File: src/rtl/inpass_pkg.sv
// Shared types and constants for the N-channel input pass BEL.
// Each channel takes a 2-bit mode from the configuration frame.
package inpass_pkg;

  localparam int CFG_BITS_PER_CH = 2;

  typedef enum logic [1:0] {
    MODE_COMB = 2'b00,
    MODE_REG  = 2'b01,
    MODE_SYNC = 2'b10,
    MODE_EDGE = 2'b11
  } mode_t;

endpackage

File: src/rtl/inpass_channel.sv
// One input-pass channel: capture flop, synchroniser chain, edge detector and output mux.
// Build option INPASS_DEBOUNCE_EN adds a per-channel debounce stage after the synchroniser.
module inpass_channel
  import inpass_pkg::*;
#(
  parameter int SYNC_STAGES = 2,
  parameter int DEBOUNCE_W  = 4
) (
  input  logic  UserCLK,
  input  logic  Reset,
  input  logic  I,
  input  mode_t Mode,
  output logic  O
);

  logic                   qReg;
  logic [SYNC_STAGES-1:0] syncReg;
  logic                   prevReg;
  logic                   syncLast;
  logic                   level;

  assign syncLast = syncReg[SYNC_STAGES-1];

  // Every flop runs in every mode so that a mode switch never needs a flush.
  always_ff @(posedge UserCLK) begin
    if (Reset) begin
      qReg    <= 1'b0;
      syncReg <= '0;
      prevReg <= 1'b0;
    end else begin
      qReg    <= I;
      syncReg <= {syncReg[SYNC_STAGES-2:0], I};
      prevReg <= level;
    end
  end

`ifdef INPASS_DEBOUNCE_EN
  logic [DEBOUNCE_W-1:0] cntReg;
  logic                  levelReg;

  // The level only follows the synchronised input after it has disagreed for 2^DEBOUNCE_W edges in a row.
  always_ff @(posedge UserCLK) begin
    if (Reset) begin
      cntReg   <= '0;
      levelReg <= 1'b0;
    end else if (syncLast == levelReg) begin
      cntReg <= '0;
    end else if (&cntReg) begin
      levelReg <= syncLast;
      cntReg   <= '0;
    end else begin
      cntReg <= cntReg + 1'b1;
    end
  end

  assign level = levelReg;
`else
  assign level = syncLast;
`endif

  always_comb begin
    O = I;
    unique case (Mode)
      MODE_COMB: O = I;
      MODE_REG:  O = qReg;
      MODE_SYNC: O = level;
      MODE_EDGE: O = level & ~prevReg;
    endcase
  end

endmodule

File: src/rtl/inpass_sync_frame_config.sv
// N-channel input pass BEL; each channel's mode comes from two frame ConfigBits.
// Optional debounce on the synchronised modes is enabled by defining INPASS_DEBOUNCE_EN.
module inpass_sync_frame_config
  import inpass_pkg::*;
#(
  parameter  int NUM_CH       = 4,
  parameter  int SYNC_STAGES  = 2,
  parameter  int DEBOUNCE_W   = 4,
  localparam int NoConfigBits = CFG_BITS_PER_CH * NUM_CH
) (
  input  logic                    UserCLK,
  input  logic                    Reset,
  input  logic [NUM_CH-1:0]       I,
  output logic [NUM_CH-1:0]       O,
  input  logic [NoConfigBits-1:0] ConfigBits
);

  genvar gi;
  generate
    for (gi = 0; gi < NUM_CH; gi++) begin : gCh
      mode_t chMode;

      assign chMode = mode_t'(ConfigBits[gi*CFG_BITS_PER_CH +: CFG_BITS_PER_CH]);

      inpass_channel #(
        .SYNC_STAGES(SYNC_STAGES),
        .DEBOUNCE_W (DEBOUNCE_W)
      ) uChannel (
        .UserCLK(UserCLK),
        .Reset  (Reset),
        .I      (I[gi]),
        .Mode   (chMode),
        .O      (O[gi])
      );
    end
  endgenerate

endmodule
File: config.mk
export PLATFORM = sky130hd
export DESIGN_NAME = inpass_sync_frame_config
export DESIGN_NICKNAME = d
export VERILOG_FILES = /design/src/rtl/inpass_pkg.sv /design/src/rtl/inpass_channel.sv /design/src/rtl/inpass_sync_frame_config.sv
export SDC_FILE = /design/constraint.sdc
export NUM_CORES = 1
export LEC_CHECK = 0
export ABC_CLOCK_PERIOD_IN_PS = 1200
export CAP_MARGIN = 20
export CORE_MARGIN = 2
export CORE_UTILIZATION = 30
export CTS_CLUSTER_DIAMETER = 40
export DETAILED_ROUTE_END_ITERATION = 12
export PLACE_DENSITY_LB_ADDON = 0.2
export SYNTH_ARGS = -nofsm -noshare
export SYNTH_HDL_FRONTEND = slang
export SYNTH_SLANG_ARGS = --single-unit
export TNS_END_PERCENT = 30
File: constraint.sdc
create_clock -name UserCLK -period 1.2 [get_ports UserCLK]
set_input_delay 0.18 -clock UserCLK [delete_from_list [all_inputs] [get_ports UserCLK]]
set_output_delay 0.18 -clock UserCLK [all_outputs]
set_load 0.05 [all_outputs]
Yosys cells after proc, flatten, opt, wreduce, memory -nomap -nowiden
Cells that the tools add are included.
{ "word_totals": {"ff_bits": 16, "in_bits": 14, "out_inout_bits": 4} }
{ "op_classes": {"n_eq_ne": 12, "muxes": 4, "n_bitwise": 8, "n_reduce_logical": 4} }
{ "op_table": {"columns": ["cell", "n"], "rows": [
  ["2-bit equality test, second input constant", 8],
  ["1-bit case mux with 4 select lines", 4],
  ["2-bit by 1-bit equality test with 1-bit output, second input constant", 4],
  ["2-bit logical NOT", 4],
  ["1-bit AND", 4],
  ["1-bit NOT", 4]
]} }

Depth between registers and ports, before layout
{ "depth": {"ltp_word": 3, "mapped_depth": 3, "ltp_nobuf": 2} }

By module
Synthesis repeated with hierarchy kept, for this count alone.
{ "unflattened": {"hier_cells": 36, "area_unflattened_um2": 435.4} }
{ "by_module_without_submodules": {"columns": ["module", "n_inst", "cells_per_inst", "area_per_inst_um2"], "rows": [
  ["inpass_channel", 4, 9, 108.9]
]} }

Worst setup path before layout
No wires, ideal clock.
{ "synth_timing": {"path_type": "register to output", "startpoint": "register gCh[0].uChannel.syncReg[1]", "endpoint": "output port O[0]", "t_arrival_ps": 798, "slack_ps": 222, "path_stages_with_launch": 4, "cell_sequence": "dfxtp_1 -> a21bo_1 -> mux2i_1 -> buf_4"} }
{ "synth_via": {"elab_chain_cells": 2} }
{ "synth_rtl": {"columns": ["element", "line_no", "source"], "rows": [
  ["start: declaration", "inpass_channel.sv:17", "logic [SYNC_STAGES-1:0] syncReg;"],
  ["start signal: assignment", "inpass_channel.sv:32", "syncReg <= {syncReg[SYNC_STAGES-2:0], I};"],
  ["1-bit AND", "inpass_channel.sv:67", "MODE_EDGE: O = level & ~prevReg;"],
  ["1-bit case mux with 4 select lines *", "inpass_channel.sv:63", "unique case (Mode)"],
  ["end: declaration", "inpass_sync_frame_config.sv:14", "output logic [NUM_CH-1:0] O,"]
]} }
Mark *: on every way between the ends. The rest lies on a longest branch, timed or not.

Worst setup path in the final report
{ "layout_timing": {"startpoint": "input port ConfigBits[7]", "endpoint": "output port O[3]"} }
{ "layout_via": {"elab_chain_cells": 2, "word_cells_on_any_way": 5} }
{ "layout_rtl": {"columns": ["element", "line_no", "source"], "rows": [
  ["start: declaration", "inpass_sync_frame_config.sv:15", "input logic [NoConfigBits-1:0] ConfigBits"],
  ["2-bit equality test (tied with other cells)", "inpass_channel.sv:63", null],
  ["1-bit case mux with 4 select lines *", "inpass_channel.sv:63", null]
]} }
Marks and branches as above.

==> impl_metrics.ini <==
[worst_hold_path]
worst_min_path_class = reg2reg
worstHoldPathCells = 1

[detailed_routing]
drtPass1Iterations = 1
drt-total-wl_um = 807
route.vias.total = 332
routed_vias_inst = 4.368
post_drt_wl_per_cell_um = 10.62
route.detailed.drc = 0
met3_wire_length_um = 74
wl_met2_um = 405
met1_length_um = 328
drt_first_iter_violations = 0
postRouteAntennaNets = 0
maxUsedRoutingLayer = met3

[power_and_ir_drop]
powerDensity_nw_per_um2 = 1224
pwr-share-clk_pct = 33.5
worst_ir_drop_vdd_v = 0.0005235
cellInternalPower_w = 0.0007111
comb_power_share_pct = 21.2
share_seq_of_total_power_pct = 45.4
p_switching_w = 0.0002171
static-leakage-power_nw = 0.3151
power_switching_share_pct = 23.39

[critical_path]
crit_path_end = O[3]
cp_slowest_cell = sky130_fd_sc_hd__clkdlybuf4s50_1
critical_path_buf_inv_count = 2
critPathCaptureType = output pin
startpoint_type = primary input
worst_r2r_path_depth = 1
worstPathCellList = clkdlybuf4s50_1 -> mux2i_4 -> buf_12
slowest_delay_ps = 550
crit_cells = 3
setup.worst_path.start = ConfigBits[7]
maximum_fanout_encountered_on_the_critical_timing_path = 1
worst_path_dominant_cell_family = buffers and inverters
rr_endpoint = gCh[3].uChannel.prevReg$_SDFF_PP0_
worstReg2RegStart = gCh[3].uChannel.syncReg[1]$_SDFF_PP0_
rrSetupSlack_ps = 640
path_class = in2out
arrival_ps = 1180
worstPathRequired_ps = 1020

[cells_and_area]
finalCoreUtilization_pct = 50.33
final_common_cell = sky130_fd_sc_hd__clkdlybuf4s50_1
num_antenna_cells = 0
layout_common_cells = sky130_fd_sc_hd__clkdlybuf4s50_1 (9), sky130_fd_sc_hd__nor2b_1 (8), sky130_fd_sc_hd__dfxtp_1 (8)
finish.instance_area_um2 = 758.2
drive_gt1_share_pct = 38.33
layout.nets = 75
syn_to_final_growth_pct = 56.99

[cts]
clock_tree_root = sky130_fd_sc_hd__clkbuf_4
number_of_buffers_inserted_by_hold_repair_at_cts = 0
cts.reportedPaths.clkPinSlew_ps = 70
tritoncts = yes
cts_buffers = 3
clkLatencyLatePin_ps = 260
cts_setup_buffers = 0
cts-htree-levels = 1
clock_sinks = 12
cts_max_path_buffers = 2

[timing]
upper_clock_frequency_limit_mhz = 734.3
relSlewSlack_pct = 79.86
unrepaired_setup_endpoints_after_global_routing = true
fin_crit_sh_pct = 113.5
final-setup-viol-count = 4
layout_min_cycle_time_ps = 1362
timing_hold_violations_final = 0
finalMaxSlewViolations = 0
timing_worst_slew_pin_value_ps = 293.7
final_critical_path_setup_slack_ps = -161.9
clock-skew-final_ps = 1.662

[synth]
post_synth_main_area_contributors = sky130_fd_sc_hd__dfxtp_1 (50%), sky130_fd_sc_hd__mux2i_1 (17%), sky130_fd_sc_hd__nor2b_1 (10%)
yosysTopAreaCell = sky130_fd_sc_hd__dfxtp_1
yosysSeqAreaShare_pct = 49.74
synth_fp_nets = 55
per_instance_average_area_after_synthesis_um2 = 11.78
netlist-cell-type-count = 6
synth_largest_type_area_fraction_pct = 49.74
synth.yosys.warnings = 0
synth-seq-cells = 12
synthesis.instances = 41
synth_area_um2 = 483.0

[placed_design]
globalplace.congestion = 0.5890
buffer_ports.inserted = 17
cell_area_after_placement_um2 = 698.2

[grt]
antenna_found_initial = 0
grt_pass1_vias = 336
grt_start_max_net_pins = 10
globalRouteOverflowTotal = 0
global_route.usage.total_pct = 9.729
grt_first_pass_wirelength_um = 1345

[die]
die_h_um = 44.13
die_area_um2 = 1947
die_width_um = 44.13
placement_rows = 14
boundaryPins = 18
floorplan.initialDensity_pct = 32.06
core_area_um2 = 1506

[job]
drv.max_cap_violation_count = 0

[outcome]
violations = setup timing
run_status = finished with violations
[worst min-delay path by stage]
| stage | from | slack [ps] | end |
|---|---|---|---|
| 4_1_cts | gCh[3].uChannel.syncReg[0]$_SDFF_PP0_ | 460 | gCh[3].uChannel.syncReg[1]$_SDFF_PP0_ |
| 5_1_grt | gCh[0].uChannel.syncReg[0]$_SDFF_PP0_ | 470 | gCh[0].uChannel.syncReg[1]$_SDFF_PP0_ |
| 6_report | gCh[1].uChannel.syncReg[1]$_SDFF_PP0_ | 460 | gCh[1].uChannel.prevReg$_SDFF_PP0_ |
| 3_3_place_gp | gCh[0].uChannel.syncReg[1]$_SDFF_PP0_ | 440 | gCh[0].uChannel.prevReg$_SDFF_PP0_ |
| 3_5_place_dp | gCh[0].uChannel.syncReg[1]$_SDFF_PP0_ | 450 | gCh[0].uChannel.prevReg$_SDFF_PP0_ |
| 2_1_floorplan | Reset | 250 | gCh[2].uChannel.syncReg[0]$_SDFF_PP0_ |
[layout make-up]
| class | count | area [um2] |
|---|---|---|
| clock buffer | 4 | 36.28 |
| timing repair buffer | 20 | 227.7 |
| fill | 138 | 748.2 |
| tap | 16 | 20.02 |
| sequential | 12 | 245.2 |
| multi-input combinational | 24 | 229.0 |
[state kept, by name, indices dropped and copies added (netlist names)]
register and count:
gCh.uChannel.prevReg 4, gCh.uChannel.syncReg 8
[layer usage]
layer | GRT usage (%) | vias up
met3 | 3.265 | 0
met1 | 11.84 | 150
li1 | - | 170
met4 | 5.455 | 0
met2 | 15.00 | 12
met5 | 0 | -
[metrics by stage]
| step | cells | hold slack (ps) | power, W | setup TNS [ps] | setup slack, ps |
|---|---|---|---|---|---|
| 6_report | 76 | 455.9 | 0.0009282 | -567.2 | -161.9 |
| 5_1_grt | 76 | 472.9 | 0.0009697 | -822.2 | -216.4 |
| 4_1_cts | 76 | 459.7 | 0.0009373 | -683.2 | -217.2 |
| 3_5_place_dp | 72 | 451.7 | 0.0006153 | -777.5 | -209.1 |
| 3_3_place_gp | 72 | 444.2 | 0.0006147 | -751.6 | -200.8 |
| 2_1_floorplan | 41 | 251.6 | 0.0005228 | 0 | 222.2 |
[timing repair]
| action | in CTS | in global routing |
|---|---|---|
| setup endpoints to repair | 4 | 4 |
| pin swaps | 0 | 0 |
| gates resized for setup | 11 | 2 |
[power by group through the flow]
stage               sequential, W  combinational, W  clock [W]
CTS                      0.000421          0.000193   0.000323
finish                   0.000421          0.000196   0.000311
global route             0.000423          0.000207   0.000339
global placement         0.000429          0.000185          0
detailed placement       0.000430          0.000186          0
floorplan                0.000428         0.0000952          0
[Yosys cell counts]
cell type and instances:
sky130_fd_sc_hd__nor2b_1 8, sky130_fd_sc_hd__buf_4 5, sky130_fd_sc_hd__nor2b_2 4, sky130_fd_sc_hd__a21bo_1 4
sky130_fd_sc_hd__dfxtp_1 12, sky130_fd_sc_hd__mux2i_1 8
[kinds of logic (layout without fill, tap and decap cells)]
group,Yosys count,in the layout,share of synthesized area (%)
compound gates,4,4,8.290
buf+inv,5,24,7.773
flops,12,12,49.74
mux,8,8,16.58
simple gates,12,12,17.62
Power figures use the tool's default switching activity.
